`src/rtl/postfft_pkg.sv`:
```
// Shared definitions for the post-FFT channel-estimation chain:
// sequencer state encoding and default symbol-count parameters.
package postfft_pkg;

    typedef enum logic [1:0] {
        IDLE     = 2'd0,
        DMRS_GEN = 2'd1,
        PROCESS  = 2'd2,
        AVG      = 2'd3
    } state_t;

    localparam int NUM_SYM_DEF = 4;
    localparam int SYM_W_DEF   = 2;

endpackage

```
`src/rtl/postfft_seq_ctrl_wdog.sv`:
```
// Watchdog counter for the post-FFT sequencer: clears on clr, counts
// while en, and flags expire when the count reaches TIMEOUT_CYC-1.
module postfft_wdog #(
    parameter int TO_W        = 12,
    parameter int TIMEOUT_CYC = 4000
) (
    input  logic clk,
    input  logic rst,
    input  logic clr,
    input  logic en,
    output logic expire
);

    localparam logic [TO_W-1:0] LAST = TO_W'(TIMEOUT_CYC - 1);

    logic [TO_W-1:0] cnt;

    always_ff @(posedge clk or negedge rst) begin
        if (!rst) begin
            cnt <= '0;
        end else if (clr) begin
            cnt <= '0;
        end else if (en) begin
            cnt <= cnt + 1'b1;
        end
    end

    assign expire = en && (cnt == LAST);

endmodule

```
`src/rtl/postfft_seq_ctrl.sv`:
```
// Post-FFT sequencer: DMRS gen -> NUM_SYM MMSE passes -> averaging.
// Define POSTFFT_SEQ_WDOG_EN to build the watchdog timeout.
module postfft_seq_ctrl
    import postfft_pkg::*;
#(
    parameter int NUM_SYM     = NUM_SYM_DEF,
    parameter int SYM_W       = SYM_W_DEF,
    parameter int TO_W        = 12,
    parameter int TIMEOUT_CYC = 4000
) (
    input  logic             clk,
    input  logic             rst,
    input  logic             ncellid_ready_pulse,
    input  logic             abort,
    input  logic             dmrs_gen_done,
    input  logic             mmse_done,
    input  logic             avg_done,
    output logic             dmrs_gen_start,
    output logic [SYM_W-1:0] symbol_num,
    output logic             symbol_num_vld,
    output logic             ch_avg_start,
    output logic             busy,
    output logic             done,
    output logic             overrun,
    output logic             timeout
);

    localparam logic [SYM_W-1:0] LAST_SYM = SYM_W'(NUM_SYM - 1);

    state_t           state, state_n;
    logic [SYM_W-1:0] sym_n;
    logic             start_n, vld_n, avg_n, done_n, ovr_n, to_n;
    logic             done_acc;
    logic             wdog_exp;

    always_comb begin
        state_n  = state;
        sym_n    = symbol_num;
        start_n  = 1'b0;
        vld_n    = 1'b0;
        avg_n    = ch_avg_start;
        done_n   = 1'b0;
        ovr_n    = 1'b0;
        to_n     = 1'b0;
        done_acc = 1'b0;
        if (abort || wdog_exp) begin
            // Abort wins over timeout; both leave without a done pulse.
            state_n = IDLE;
            sym_n   = '0;
            avg_n   = 1'b0;
            to_n    = !abort;
        end else begin
            unique case (state)
                IDLE: begin
                    sym_n = '0;
                    if (ncellid_ready_pulse) begin
                        state_n = DMRS_GEN;
                        start_n = 1'b1;
                    end
                end
                DMRS_GEN: begin
                    ovr_n = ncellid_ready_pulse;
                    if (dmrs_gen_done) begin
                        state_n  = PROCESS;
                        sym_n    = '0;
                        vld_n    = 1'b1;
                        done_acc = 1'b1;
                    end
                end
                PROCESS: begin
                    ovr_n = ncellid_ready_pulse;
                    if (mmse_done) begin
                        done_acc = 1'b1;
                        if (symbol_num == LAST_SYM) begin
                            state_n = AVG;
                            sym_n   = '0;
                            avg_n   = 1'b1;
                        end else begin
                            sym_n = symbol_num + 1'b1;
                            vld_n = 1'b1;
                        end
                    end
                end
                AVG: begin
                    ovr_n = ncellid_ready_pulse;
                    if (avg_done) begin
                        state_n  = IDLE;
                        avg_n    = 1'b0;
                        done_n   = 1'b1;
                        done_acc = 1'b1;
                    end
                end
                default: state_n = IDLE;
            endcase
        end
    end

    always_ff @(posedge clk or negedge rst) begin
        if (!rst) begin
            state          <= IDLE;
            symbol_num     <= '0;
            dmrs_gen_start <= 1'b0;
            symbol_num_vld <= 1'b0;
            ch_avg_start   <= 1'b0;
            busy           <= 1'b0;
            done           <= 1'b0;
            overrun        <= 1'b0;
        end else begin
            state          <= state_n;
            symbol_num     <= sym_n;
            dmrs_gen_start <= start_n;
            symbol_num_vld <= vld_n;
            ch_avg_start   <= avg_n;
            busy           <= (state_n != IDLE);
            done           <= done_n;
            overrun        <= ovr_n;
        end
    end

`ifdef POSTFFT_SEQ_WDOG_EN
    logic wdog_clr;

    assign wdog_clr = ((state_n != state) && (state_n != IDLE)) || done_acc;

    postfft_wdog #(
        .TO_W        (TO_W),
        .TIMEOUT_CYC (TIMEOUT_CYC)
    ) u_wdog (
        .clk    (clk),
        .rst    (rst),
        .clr    (wdog_clr),
        .en     (state != IDLE),
        .expire (wdog_exp)
    );

    always_ff @(posedge clk or negedge rst) begin
        if (!rst) begin
            timeout <= 1'b0;
        end else begin
            timeout <= to_n;
        end
    end
`else
    logic unused_wdog;

    assign wdog_exp    = 1'b0;
    assign timeout     = 1'b0;
    assign unused_wdog = ^{to_n, done_acc, TO_W, TIMEOUT_CYC};
`endif

endmodule

```
`config.mk`:
```
export PLATFORM = sky130hd
export DESIGN_NAME = postfft_seq_ctrl
export DESIGN_NICKNAME = d
export VERILOG_FILES = /design/src/rtl/postfft_pkg.sv /design/src/rtl/postfft_seq_ctrl_wdog.sv /design/src/rtl/postfft_seq_ctrl.sv
export SDC_FILE = /design/constraint.sdc
export NUM_CORES = 1
export LEC_CHECK = 0
export CORE_MARGIN = 2
export CORE_UTILIZATION = 43
export CTS_CLUSTER_DIAMETER = 80
export DETAILED_ROUTE_END_ITERATION = 8
export GPL_TIMING_DRIVEN = 0
export PLACE_DENSITY = 0.73
export REMOVE_ABC_BUFFERS = 1
export SYNTH_ARGS = -nofsm -noshare
export SYNTH_HDL_FRONTEND = slang
export SYNTH_HIERARCHICAL = 1
export SYNTH_SLANG_ARGS = --single-unit
```
`constraint.sdc`:
```
create_clock -name clk -period 3.3 [get_ports clk]
set_input_delay 0.66 -clock clk [delete_from_list [all_inputs] [get_ports clk]]
set_output_delay 0.66 -clock clk [all_outputs]
set_load 0.02 [all_outputs]
```
==> flow_summary.yaml <==
drt:
  vias: 458
  first_pass_iters: 4
  drc: 0
  wl_per_cell_um: 12.69
  final_antenna_net_count: 0
  via_per_inst: 5.388
  drt_iter0_markers: 4
  drt_wl_total_um: 1079
min_path:
  hold_class: "reg2reg"
  holdPathEnd: "ch_avg_start"
  min_from: "ch_avg_start"
  holdPathStages: 2
place:
  place_congestion: 0.7648
  post_dp_cell_area_um2: 747.0
  io_buffers: 14
  hpwlAfterDp_um: 827.3
  pre_cts_slack_ns: 1.182
logic_synthesis:
  yosys.area.top_type: "dfrtp_1"
  synth-seq-cells: 10
  syn_avg_cell_area_um2: 11.28
  yosys.area.top_type_share: 0.4107
  syn_area_um2: 609.3
  yosysWarningCount: 6
  yosysSeqAreaShare: 0.4107
  netlist_instances: 54
  yosys.cell_types.count: 29
  synthTopCellsByArea: "dfrtp_1, ha_1, mux2_4"
grt:
  track_usage: 0.1509
  antenna_found_initial: 0
  grt_pass1_vias: 418
  grt_pass1_wl_um: 1918
  grt_max_degree: 12
  grt.overflow.total: 0
timing:
  relSlewSlack: 0.6174
  layout_setup_ws_ns: 1.353
  slew_viol_final: 0
  fin_tns_setup_ns: 0
  finalCritPeriodShare: 0.5901
  worstMarginPinSlew_ns: 0.5594
  final-setup-viol-count: 0
  hold_viol: 0
  min_period_ns: 1.947
  fin_skew_ns: 0.002307
  rsz0062_at_grt: "no"
  fmaxAchievable_mhz: 513.5
pwr:
  ir_drop_v: 0.0002090
  power.density_nw_per_um2: 379.3
  leakage_nw: 0.3422
clock_tree:
  htreeDepth: 1
  insertion_delay_ns: 0.26
  cts_setup_buffers: 0
  cts_tree: "yes"
  cts_buffers: 3
  cts_max_path_buffers: 2
  path_clk_slew_ns: 0.07
  cts_sinks: 10
  ctsResizeCount: 0
  cts_root_buf: "clkbuf_4"
  postCtsHoldBufs: 0
final_layout:
  final_util: 0.5945
  nets: 84
  area.growth.synth_to_final_pct: 28.54
  ff_latch_area_um2: 250.2
  layout-drive-gt1-share: 0.1286
  stdcell_area_um2: 783.3
  n_antenna_cell: 0
  multi_input_area_um2: 326.6
  n_fill_cell: 116
floorplan:
  fp.dieH_um: 41.65
  dieWidth_um: 41.65
  rows: 13
  fp.dieArea_um2: 1734
  core_um2: 1318
  start_util: 0.4625
  ios: 16
critical_path:
  arrival_ns: 1.29
  path_delay_family: "buffers and inverters"
  crit_buf_inv: 1
  start_kind: "flip-flop"
  cpPeakStageDelay_ns: 0.62
  r2r_cells: 5
  regToRegEndpoint: "symbol_num[1]"
  reg2reg_slack_ns: 1.45
  endpoint_kind: "primary output"
  r2r-start: "state[0]"
  critical_path_peak_fanout: 4
  required_ns: 2.64
  crit_chain: "clkdlybuf4s50_1"
  crit_slowest_cell: "clkdlybuf4s50_1"
  worstSetupPathType: "reg2out"
job:
  cap_violations: 0
status:
  outcome: "finished clean"
## synth_stat cells
cell type / n
a221o_1: 1
a2bb2oi_1: 1
o21ai_0: 1
or2b_1: 2
or3_4: 1
buf_4: 1
nor3_1: 1
inv_1: 3
nor2b_1: 1
nand2_1: 3
nand3_1: 1
conb_1: 1
a21boi_0: 1
a21oi_1: 3
nor3b_1: 2
ha_1: 6
nor2_1: 2
and3b_2: 1
clkbuf_8: 1
nor4b_1: 1
a2111oi_0: 1
o32ai_1: 1
a31oi_4: 1
dfrtp_1: 10
o21a_1: 1
and3b_1: 2
mux2_4: 2
nor4_1: 1
nand2b_1: 1
## worst max path at each step
stage                  start            end  cells past startpoint
2_1_floorplan       state[0]  symbol_num[0]                      5
3_3_place_gp   dmrs_gen_done           busy                      4
3_5_place_dp   dmrs_gen_done           busy                      4
4_1_cts        symbol_num[0]  symbol_num[0]                      1
5_1_grt        symbol_num[0]  symbol_num[0]                      1
6_report       symbol_num[0]  symbol_num[0]                      1
## state kept, by name (all words and copies together), names as in the netlist
signal	cells
ch_avg_start	1
overrun	1
dmrs_gen_start	1
state	2
done	1
symbol_num_vld	1
busy	1
symbol_num	2
## power by group
| group | total [W] | internal, W | switching [W] |
|---|---|---|---|
| Combinational | 0.0000565 | 0.0000275 | 0.0000290 |
| Clock | 0.000110 | 0.0000670 | 0.0000434 |
| Sequential | 0.000130 | 0.000127 | 0.00000281 |
## kinds of logic (layout without fill, tap and decap cells)
family | after synthesis | count (layout) | share of synthesized area
buffers and inverters | 5 | 21 | 0.05339
other | 1 | 1 | 0.006154
AND/OR/NAND/NOR | 19 | 19 | 0.2053
multiplexers | 2 | 2 | 0.04928
adder cells (fa/ha/maj) | 6 | 6 | 0.1232
flip-flops | 10 | 10 | 0.4107
AO/OA/AOI/OAI | 11 | 11 | 0.1520
## area by class of cell
| cell class | count | area share |
|---|---|---|
| Clock buffer | 4 | 0.04633 |
| Inverter | 3 | 0.01438 |
| Multi-Input combinational cell | 39 | 0.4169 |
| Sequential cell | 10 | 0.3195 |
| Tap cell | 15 | 0.02396 |
| Timing Repair Buffer | 14 | 0.1789 |
## cells in the final DEF, fill, tap and decap left out, drive strengths merged
master,count
clkdlybuf4s50,14
dfrtp,10
ha,6
clkbuf,4
inv,3
a21oi,3
nand2,3
and3b,3
nor2,2
nor3b,2
or2b,2
mux2,2
nand3,1
o21a,1
nor2b,1
a2111oi,1
nor3,1
nor4,1
nand2b,1
a221o,1
o32ai,1
a2bb2oi,1
a21boi,1
o21ai,1
or3,1
a31oi,1
nor4b,1
conb,1
## metrics by stage
stage | total power, W | hold slack (ns) | cells
after floorplan | 0.0001649 | 0.3644 | 52
after global placement | 0.0001887 | 0.5289 | 81
after detailed placement | 0.0001896 | 0.5465 | 81
after CTS | 0.0003017 | 0.5564 | 85
after global routing | 0.0003156 | 0.5809 | 85
final | 0.0002971 | 0.5549 | 85
## routing by layer
metal | wire, um | global-route usage
met5 | 0 | 0
met2 | 470 | 0.2219
met4 | 42 | 0.1161
met1 | 541 | 0.1945
met3 | 25 | 0.02609
No activity file was read; power rests on OpenSTA's default activity.
